`src/rtl/ps2_dir_decoder_pkg.sv`:
```
// Shared types and constants for the PS/2 direction decoder: parser states,
// scancodes, direction encoding and the per-player key event payload.
package ps2_dir_decoder_pkg;

    localparam int unsigned BYTE_W = 8;
    localparam int unsigned DIR_W  = 2;
    localparam int unsigned NDIR   = 4;

    typedef enum logic [1:0] {
        ST_IDLE    = 2'd0,
        ST_EXT     = 2'd1,
        ST_BRK     = 2'd2,
        ST_EXT_BRK = 2'd3
    } parse_state_e;

    typedef enum logic [DIR_W-1:0] {
        DIR_UP    = 2'd0,
        DIR_RIGHT = 2'd1,
        DIR_DOWN  = 2'd2,
        DIR_LEFT  = 2'd3
    } dir_e;

    localparam logic [BYTE_W-1:0] SC_EXT   = 8'hE0;
    localparam logic [BYTE_W-1:0] SC_BRK   = 8'hF0;
    localparam logic [BYTE_W-1:0] SC_W     = 8'h1D;
    localparam logic [BYTE_W-1:0] SC_D     = 8'h23;
    localparam logic [BYTE_W-1:0] SC_S     = 8'h1B;
    localparam logic [BYTE_W-1:0] SC_A     = 8'h1C;
    localparam logic [BYTE_W-1:0] SC_UP    = 8'h75;
    localparam logic [BYTE_W-1:0] SC_RIGHT = 8'h74;
    localparam logic [BYTE_W-1:0] SC_DOWN  = 8'h72;
    localparam logic [BYTE_W-1:0] SC_LEFT  = 8'h6B;

    typedef struct packed {
        logic valid;
        logic make;
        dir_e dir;
    } key_evt_t;

    // Highest-priority held direction: up > right > down > left.
    function automatic dir_e top_priority(input logic [NDIR-1:0] mask);
        dir_e pick;
        pick = DIR_UP;
        for (int i = int'(NDIR) - 1; i >= 0; i--) begin
            if (mask[i]) pick = dir_e'(DIR_W'(i));
        end
        return pick;
    endfunction

endpackage

```
`src/rtl/ps2_dir_decoder_if.sv`:
```
// Scancode input strobe/byte and the eight per-player direction outputs.
interface ps2_dir_decoder_if;

    logic                                     ps2_key_pressed;
    logic [ps2_dir_decoder_pkg::BYTE_W-1:0]   ps2_out;
    logic upSig,  rightSig,  downSig,  leftSig;
    logic upSig2, rightSig2, downSig2, leftSig2;

    modport master (
        output ps2_key_pressed, ps2_out,
        input  upSig, rightSig, downSig, leftSig,
        input  upSig2, rightSig2, downSig2, leftSig2
    );

    modport slave (
        input  ps2_key_pressed, ps2_out,
        output upSig, rightSig, downSig, leftSig,
        output upSig2, rightSig2, downSig2, leftSig2
    );

endinterface

```
`src/rtl/dir_arbiter.sv`:
```
// Per-player held-key tracking; the newest pressed key wins, and on its release
// the remaining held keys are arbitrated by fixed priority.
module dir_arbiter
    import ps2_dir_decoder_pkg::*;
(
    input  logic            clock,
    input  logic            reset,
    input  key_evt_t        evt,
    output logic [NDIR-1:0] dir_oh
);

    logic [NDIR-1:0] held_q, held_d;
    logic [NDIR-1:0] out_q,  out_d;
    dir_e            act_q,  act_d;
    logic            vld_q,  vld_d;

    always_comb begin
        held_d = held_q;
        act_d  = act_q;
        vld_d  = vld_q;
        if (evt.valid) begin
            if (evt.make) begin
                // Typematic repeats of a held key leave the active direction alone.
                if (!held_q[evt.dir]) begin
                    held_d[evt.dir] = 1'b1;
                    act_d           = evt.dir;
                    vld_d           = 1'b1;
                end
            end else if (held_q[evt.dir]) begin
                held_d[evt.dir] = 1'b0;
                if (vld_q && (act_q == evt.dir)) begin
                    vld_d = |held_d;
                    act_d = top_priority(held_d);
                end
            end
        end
        out_d = vld_d ? (NDIR'(1) << act_d) : '0;
    end

    always_ff @(posedge clock or posedge reset) begin
        if (reset) begin
            held_q <= '0;
            out_q  <= '0;
            act_q  <= DIR_UP;
            vld_q  <= 1'b0;
        end else begin
            held_q <= held_d;
            out_q  <= out_d;
            act_q  <= act_d;
            vld_q  <= vld_d;
        end
    end

    assign dir_oh = out_q;

endmodule

```
`src/rtl/ps2_dir_decoder.sv`:
```
// PS/2 set-2 scancode parser with prefix timeout; routes arrow keys to player 0
// and W/A/S/D to player 1.
module ps2_dir_decoder
    import ps2_dir_decoder_pkg::*;
#(
    parameter int unsigned TIMEOUT_CYCLES = 5000000
) (
    input  logic              clock,
    input  logic              reset,
    ps2_dir_decoder_if.slave  bus
);

    localparam int unsigned       CNT_W    = (TIMEOUT_CYCLES > 2) ? $clog2(TIMEOUT_CYCLES) : 1;
    localparam logic [CNT_W-1:0]  CNT_LAST = CNT_W'(TIMEOUT_CYCLES - 1);

    parse_state_e     state_q, state_d;
    logic [CNT_W-1:0] cnt_q,   cnt_d;
    logic             take_c, ext_c, brk_c;
    key_evt_t         evt0_c, evt1_c;
    logic [NDIR-1:0]  dir0, dir1;

    // Prefix tracking; a repeated prefix byte counts as an unmapped code.
    always_comb begin
        state_d = state_q;
        cnt_d   = cnt_q;
        take_c  = 1'b0;
        ext_c   = 1'b0;
        brk_c   = 1'b0;
        if (bus.ps2_key_pressed) begin
            cnt_d   = '0;
            state_d = ST_IDLE;
            case (state_q)
                ST_IDLE: begin
                    if (bus.ps2_out == SC_EXT)      state_d = ST_EXT;
                    else if (bus.ps2_out == SC_BRK) state_d = ST_BRK;
                    else                            take_c  = 1'b1;
                end
                ST_EXT: begin
                    ext_c = 1'b1;
                    if (bus.ps2_out == SC_BRK) state_d = ST_EXT_BRK;
                    else                       take_c  = (bus.ps2_out != SC_EXT);
                end
                ST_BRK: begin
                    brk_c  = 1'b1;
                    take_c = (bus.ps2_out != SC_BRK);
                end
                default: begin
                    ext_c  = 1'b1;
                    brk_c  = 1'b1;
                    take_c = (bus.ps2_out != SC_BRK);
                end
            endcase
        end else if (state_q != ST_IDLE) begin
            if (cnt_q == CNT_LAST) begin
                state_d = ST_IDLE;
                cnt_d   = '0;
            end else if (cnt_q != '1) begin
                cnt_d = cnt_q + 1'b1;
            end
        end else begin
            cnt_d = '0;
        end
    end

    // Key lookup; extended codes map only to player 0, plain codes only to player 1.
    always_comb begin
        evt0_c      = '0;
        evt1_c      = '0;
        evt0_c.make = !brk_c;
        evt1_c.make = !brk_c;
        if (take_c) begin
            if (ext_c) begin
                case (bus.ps2_out)
                    SC_UP:    begin evt0_c.valid = 1'b1; evt0_c.dir = DIR_UP;    end
                    SC_RIGHT: begin evt0_c.valid = 1'b1; evt0_c.dir = DIR_RIGHT; end
                    SC_DOWN:  begin evt0_c.valid = 1'b1; evt0_c.dir = DIR_DOWN;  end
                    SC_LEFT:  begin evt0_c.valid = 1'b1; evt0_c.dir = DIR_LEFT;  end
                    default:  ;
                endcase
            end else begin
                case (bus.ps2_out)
                    SC_W:    begin evt1_c.valid = 1'b1; evt1_c.dir = DIR_UP;    end
                    SC_D:    begin evt1_c.valid = 1'b1; evt1_c.dir = DIR_RIGHT; end
                    SC_S:    begin evt1_c.valid = 1'b1; evt1_c.dir = DIR_DOWN;  end
                    SC_A:    begin evt1_c.valid = 1'b1; evt1_c.dir = DIR_LEFT;  end
                    default: ;
                endcase
            end
        end
    end

    always_ff @(posedge clock or posedge reset) begin
        if (reset) begin
            state_q <= ST_IDLE;
            cnt_q   <= '0;
        end else begin
            state_q <= state_d;
            cnt_q   <= cnt_d;
        end
    end

    dir_arbiter u_player0 (
        .clock  (clock),
        .reset  (reset),
        .evt    (evt0_c),
        .dir_oh (dir0)
    );

    dir_arbiter u_player1 (
        .clock  (clock),
        .reset  (reset),
        .evt    (evt1_c),
        .dir_oh (dir1)
    );

    assign {bus.leftSig,  bus.downSig,  bus.rightSig,  bus.upSig}  = dir0;
    assign {bus.leftSig2, bus.downSig2, bus.rightSig2, bus.upSig2} = dir1;

endmodule

```
`src/flat_wrapper.sv`:
```
// flat-port wrapper written by rule: the top's interface ports become plain ports
module ps2_dir_decoder_flat import ps2_dir_decoder_pkg::*;
#(
    parameter int unsigned TIMEOUT_CYCLES = 5000000
)
  (clock, reset, bus_ps2_key_pressed, bus_ps2_out, bus_upSig, bus_rightSig, bus_downSig, bus_leftSig, bus_upSig2, bus_rightSig2, bus_downSig2, bus_leftSig2);
  ps2_dir_decoder_if bus_i ();
  input  logic clock;
  input  logic reset;
  input wire logic [$bits(bus_i.ps2_key_pressed)-1:0] bus_ps2_key_pressed;
  input wire logic [$bits(bus_i.ps2_out)-1:0] bus_ps2_out;
  output wire logic [$bits(bus_i.upSig)-1:0] bus_upSig;
  output wire logic [$bits(bus_i.rightSig)-1:0] bus_rightSig;
  output wire logic [$bits(bus_i.downSig)-1:0] bus_downSig;
  output wire logic [$bits(bus_i.leftSig)-1:0] bus_leftSig;
  output wire logic [$bits(bus_i.upSig2)-1:0] bus_upSig2;
  output wire logic [$bits(bus_i.rightSig2)-1:0] bus_rightSig2;
  output wire logic [$bits(bus_i.downSig2)-1:0] bus_downSig2;
  output wire logic [$bits(bus_i.leftSig2)-1:0] bus_leftSig2;
  assign bus_i.ps2_key_pressed = bus_ps2_key_pressed;
  assign bus_i.ps2_out = bus_ps2_out;
  assign bus_upSig = bus_i.upSig;
  assign bus_rightSig = bus_i.rightSig;
  assign bus_downSig = bus_i.downSig;
  assign bus_leftSig = bus_i.leftSig;
  assign bus_upSig2 = bus_i.upSig2;
  assign bus_rightSig2 = bus_i.rightSig2;
  assign bus_downSig2 = bus_i.downSig2;
  assign bus_leftSig2 = bus_i.leftSig2;
  ps2_dir_decoder #(.TIMEOUT_CYCLES(TIMEOUT_CYCLES)) u_core (.clock(clock), .reset(reset), .bus(bus_i));
endmodule
```
`config.mk`:
```
export PLATFORM = sky130hd
export DESIGN_NAME = ps2_dir_decoder_flat
export DESIGN_NICKNAME = d
export VERILOG_FILES = /design/src/rtl/ps2_dir_decoder_pkg.sv /design/src/rtl/ps2_dir_decoder_if.sv /design/src/rtl/dir_arbiter.sv /design/src/rtl/ps2_dir_decoder.sv /design/src/flat_wrapper.sv
export SDC_FILE = /design/constraint.sdc
export NUM_CORES = 1
export LEC_CHECK = 0
export ABC_AREA = 1
export BUFFER_PORTS_ARGS = -buffer_cell sky130_fd_sc_hd__buf_2
export CAP_MARGIN = 15
export CELL_PAD_IN_SITES_DETAIL_PLACEMENT = 1
export CELL_PAD_IN_SITES_GLOBAL_PLACEMENT = 2
export CORE_ASPECT_RATIO = 1.1
export CORE_MARGIN = 2
export CORE_UTILIZATION = 35
export DETAILED_ROUTE_END_ITERATION = 8
export PLACE_DENSITY_LB_ADDON = 0.15
export SLEW_MARGIN = 5
export SYNTH_ARGS = -nofsm -noshare
export SYNTH_HDL_FRONTEND = slang
export SYNTH_SLANG_ARGS = --single-unit
```
`constraint.sdc`:
```
create_clock -name clock -period 2.5 [get_ports clock]
set_input_delay 0.375 -clock clock [delete_from_list [all_inputs] [get_ports clock]]
set_output_delay 0.375 -clock clock [all_outputs]
set_load 0.005 [all_outputs]
```
* After elaboration in Yosys (flattened, before gate mapping) *
Cells that the tools add are included.
W data, S select, Z words.

word-level totals
  flip-flop bits (word level) = 47
  input port bits = 11

operators by class
  bitwise gates (word level) = 6
  eq/ne operators = 23
  muxes and demuxes = 76
  order comparisons = 4
  reduce and logical (&&, ||, !) cells = 17
  $add $sub $neg = 1
  shifts and indexed selects = 2

operators with widths
  cell                     number
  $mux W23                 4
  $mux W2                  28
  $eq A8 B7 Y1 const B     4
  $mux W4                  8
  $mux W1                  28
  $eq A8 B5 Y1 const B     3
  $add A23 B1 Y23 const B  1
  $eq A23 B23 Y1 const B   1
  $ne A23 B23 Y1 const B   1
  $eq A8 B8 Y1 const B     2
  $ne A8 B8 Y1 const B     2
  $reduce_or A4 Y1         4
  $pmux W2 S3              2
  $and A4 B4 Y4            2
  $eq A8 B6 Y1 const B     1
  $not A4 Y4               2
  $or A4 B4 Y4             2
  $shl A1 B2 Y4 const A    2
  $lt A2 B3 Y1 const B     2
  $reduce_and A3 Y1        2
  $reduce_bool A2 Y1       3
  $bmux W1 S2              2
  $demux W1 S2             2
  $eq A2 B2 Y1             2
  other kinds (12)         19

* Logic depth before layout (Yosys ltp) *
  depth after elaboration = 22
  mapped depth = 19

* Cells and area by module *
A second synthesis with hierarchy kept.

second synthesis, totals
  cell total of the unflattened synthesis = 509
  area, all modules = 3538.4 um2

modules (own cells, without submodules)
  module                           times used  cells each  area each (um2)
  ps2_dir_decoder                  1           283         1950.6
  dir_arbiter at u_core.u_player1  1           113         803.3
  dir_arbiter at u_core.u_player0  1           113         784.5

* Least setup slack after synthesis *
No wires, ideal clock.

  path kind = register to register
  start = register u_core.cnt_q[0]
  end = register u_core.cnt_q[19]
  clock period less this slack = 2.006 ns
  path slack = 0.494 ns
  required time = 2.380 ns
  cell stages (with the launch flop) = 16
  arrival time = 1.886 ns
  cells stage by stage = dfrtp_1 -> ha_1 -> nand2_1 -> nor2_2 -> inv_2 -> nor2_2 -> inv_2 -> nor2_2 -> inv_2 -> nor2_8 -> nand3_4 -> nor2_4 -> nor3_2 -> nand4_1 -> and2_1 -> nor2_1

on the way
  longest elaborated chain between the ends = 5
  elaborated cells on any way between the ends = 8

ends and longest elaborated chain
  item                      RTL line               source
  start: declaration        ps2_dir_decoder.sv:17  logic [CNT_W-1:0] cnt_q, cnt_d;
  start signal: assignment  ps2_dir_decoder.sv:98  cnt_q <= cnt_d;
  $add A23 B1 Y23           ps2_dir_decoder.sv:58  cnt_d = cnt_q + 1'b1;
  $mux W23                  ps2_dir_decoder.sv:57  end else if (cnt_q != '1) begin
  $mux W23                  ps2_dir_decoder.sv:54  if (cnt_q == CNT_LAST) begin
  $mux W23                  ps2_dir_decoder.sv:53  end else if (state_q != ST_IDLE) begin
  $mux W23                  ps2_dir_decoder.sv:29  if (bus.ps2_key_pressed) begin

Parallel ways exist; a longest one is shown, timed or not. The select of a mux whose other input is x is not followed.
A chain may end at the register's enable or synchronous reset.

* Final worst setup path *
  start = register u_core.cnt_q[0]
  end = register u_core.cnt_q[14]

The elaborated chain is that of the path after synthesis.

==> results by group <==
Run
  • Max-cap viol count: 0

Routing
  • Final WL: 8.60 mm
  • Via count: 3027
  • Post-route DRC: 0
  • Final ANT Viol Nets: 0
  • Wire length per cell: 14.1 um
  • First-pass DRT Iterations: 4
  • Initial DRC Count: 103
  • Via density: 4.98

Setup path
  • Max incr delay on CP: 0.40 ns
  • Critical path's top delay family: simple AND/OR/NAND/NOR gates
  • CP Data Arrival Time: roughly 2.4 ns
  • Crit. End Element: flip-flop
  • WP data required: 2.72 ns
  • Startpoint types: flip-flop
  • Slowest cell on crit path: dfrtp_1
  • Most used cell along the critical path: nor2_2
  • Worst-path cell chain: ha_1 > nand2_1 > nor2_2 > inv_2 > nor2_2 > inv_2 > nor2_2 > nand4_1 > nor4_4 > nand2_2 > nand2_1 > nor2_1 > nor3_1
  • Worst path bufs/invs: 2
  • Crit-path max FO: 5
  • Kind of critical path: reg -> reg

Timing
  • Unrepaired setup endpoints after global routing: false
  • Final Max Slew Viols: 0
  • Setup TNS: 0 ns
  • Peak Freq: 452 MHz
  • Max_slew headroom: 69.5%
  • Period utilisation layout: 88.5%
  • Final setup vio count: 0
  • Worst hold margin: 0.0638 ns
  • Tightest Pin Transition: 0.457 ns
  • Minimum clock period: 2.21 ns
  • Final hold violations: 0
  • Clock skew: 0.00345 ns

Place
  • Placer Congestion: 0.797
  • Dpl cells: 600
  • Number of port buffers: 18
  • Post-DP HPWL: 6.94 mm
  • Post-DP Area: 3470 um^2

Synth
  • Seq/Total Area, Yosys: 37.4%
  • Ys flop type: dfrtp_1
  • Flops & latches, synth: 47
  • Post-synthesis cell count: roughly 460
  • Async SR Flop Fraction: 100%
  • Post-synth EDFFs: 0
  • Post-Synthesis Cell Area: 3140 um^2
  • Cell variety after synth: 40
  • Syn_area_per_cell: 6.89 um^2
  • Syn_nets: 468
  • Syn. warnings: 0

Layout
  • Commonest non-fill, non-tap cell in the layout: nand2_1
  • Share of layout cells above drive strength 1: a little under a fifth
  • Filler Cell Count: approximately 1200
  • Layout area overhead: 13.3%
  • # diodes: 0
  • # nets final: about 500
  • Finished Layout Cells: 608
  • Final Cell Area: 3560 um^2
  • Most frequent cells in the layout: nand2_1 (124), inv_1 (59), nor2_1 (47), dfrtp_1 (47), nand3_1 (40)

Die
  • Row count: 36
  • Die ar.: 9760 um^2
  • Initial Utilization: a little over a third
  • Vert. Die Dim: 103 um
  • Die W: 94.4 um
  • Num ports: 19
  • Core ar.: 8780 um^2

Global routing
  • Global route hottest layer: met2
  • Gr ovfl total: 0
  • Vias in the first global route: between 3000 and 4000
  • First-pass GRT wire length: 15.4 mm
  • Initial antenna violation count: 0
  • Total GRT Usage: between 10% and 20%
  • Pin count of the biggest net entering global routing: 20
  • Met2 Use GR: around 32%
  • M3 GR Usage: 2.83%
  • Met1 Usage GRT: 28.2%

Power
  • VDD IR max: 0.190 mV
  • Pleak: 1.78 nW
  • Power Dens Cells: 437 nW/um^2

Outcome
  • Status: finished, final reports clean

Clock tree
  • # hold bufs at CTS: 0
  • CTS max path bufs: 2
  • CTS tree: yes
  • Setup Buffers After CTS: 0
  • Clk Tree Root Cell: clkbuf_8
  • Clock edge transition at the registers on the reported setup and hold paths: 0.09 ns
  • CTS H-tree lvls: 2
  • Sink Count: 47
  • Worst-Skew Late Latency: 0.30 ns
  • Inserted Clock Buffers: 5

Worst hold path
  • Worst Hold Class: in -> async
==> metrics by stage <==
step | total power, mW | util [%] | setup WS, ns
after floorplan | 1.01 | - | 0.494
after global routing | 1.66 | 40.5 | 0.00757
final | 1.56 | 40.5 | 0.286
after CTS | 1.58 | 40.4 | 0.204
after detailed placement | 1.10 | 39.5 | 0.145
after global placement | 1.09 | 39.5 | 0.185
==> worst register-to-register path: stages (launching register included) <==
cell and delay, ns:
dfrtp_1 0.40, ha_1 0.18, nand2_1 0.10, nor2_2 0.17, inv_2 0.06, nor2_2 0.11, inv_2 0.04, nor2_2 0.18
nand4_1 0.21, nor4_4 0.22, nand2_2 0.15, nand2_1 0.11, nor2_1 0.05, nor3_1 0.15
==> synthesized netlist by cell type (5+ instances only) <==
library cell / number / area share (%)
nand4_1: 8 / 1.6
nand2_2: 11 / 2.2
o21ai_1: 13 / 2.1
nand2_1: 124 / 15
nand3_2: 5 / 1.6
nor2_1: 47 / 5.6
dfrtp_1: 47 / 37
nor2_2: 7 / 1.4
nor3_1: 6 / 0.96
o21ai_0: 20 / 3.2
a21oi_1: 18 / 2.9
nand3_1: 40 / 6.4
inv_2: 12 / 1.4
nor2_4: 5 / 1.8
inv_1: 60 / 7.2
==> power breakdown <==
group          internal (mW)  switching, mW  total (mW)
combinational         0.0899          0.168       0.258
sequential             0.796         0.0216       0.818
clock                  0.197          0.284       0.480
==> worst paths after layout <==
check                               startpoint                      to  slack, ns  cells past startpoint
max                            u_core.cnt_q[0]        u_core.cnt_q[14]       0.29                     13
min                                      reset  u_core.u_player1.vld_q       0.06                      2
max reg2reg                    u_core.cnt_q[0]        u_core.cnt_q[14]       0.29                     13
min reg2reg                    u_core.cnt_q[0]         u_core.cnt_q[0]       0.52                      1
max in group asynchronous                reset         u_core.cnt_q[6]       1.85                      3
min in group clock         bus_ps2_key_pressed       u_core.state_q[1]       0.42                      3
==> layout make-up <==
| type | instances | area (um^2) | area share, % |
|---|---|---|---|
| flip-flops and latches | 47 | 1180 | 33.0 |
| clock inverters | 2 | 12.5 | 0.351 |
| multi-input cells | 334 | 1690 | 47.4 |
| inverters | 73 | 274 | 7.70 |
| clock buffers | 6 | 72.6 | 2.04 |
| well taps | 114 | 143 | 4.01 |
| repair buffers | 32 | 195 | 5.48 |
==> cell families after synthesis <==
group,after synthesis,share of synthesized area [%]
AOI/OAI and AO/OA,69,12.8
buffers and inverters,75,9.20
adders and majority gates,1,0.398
and+or+nand+nor,264,40.2
DFF,47,37.4
==> timing repair <==
item	CTS	global route
setup endpoints to repair	0	1
endpoints found under the hold margin	0	0
resized for setup	0	1
==> routing by layer <==
layer  part of all wire, %  vias up
met3                   1.5        6
li1                      -     1553
met4                  0.85        0
met5                     0        -
met2                    45       23
met1                    53     1445
Power figures use the tool's default switching activity.
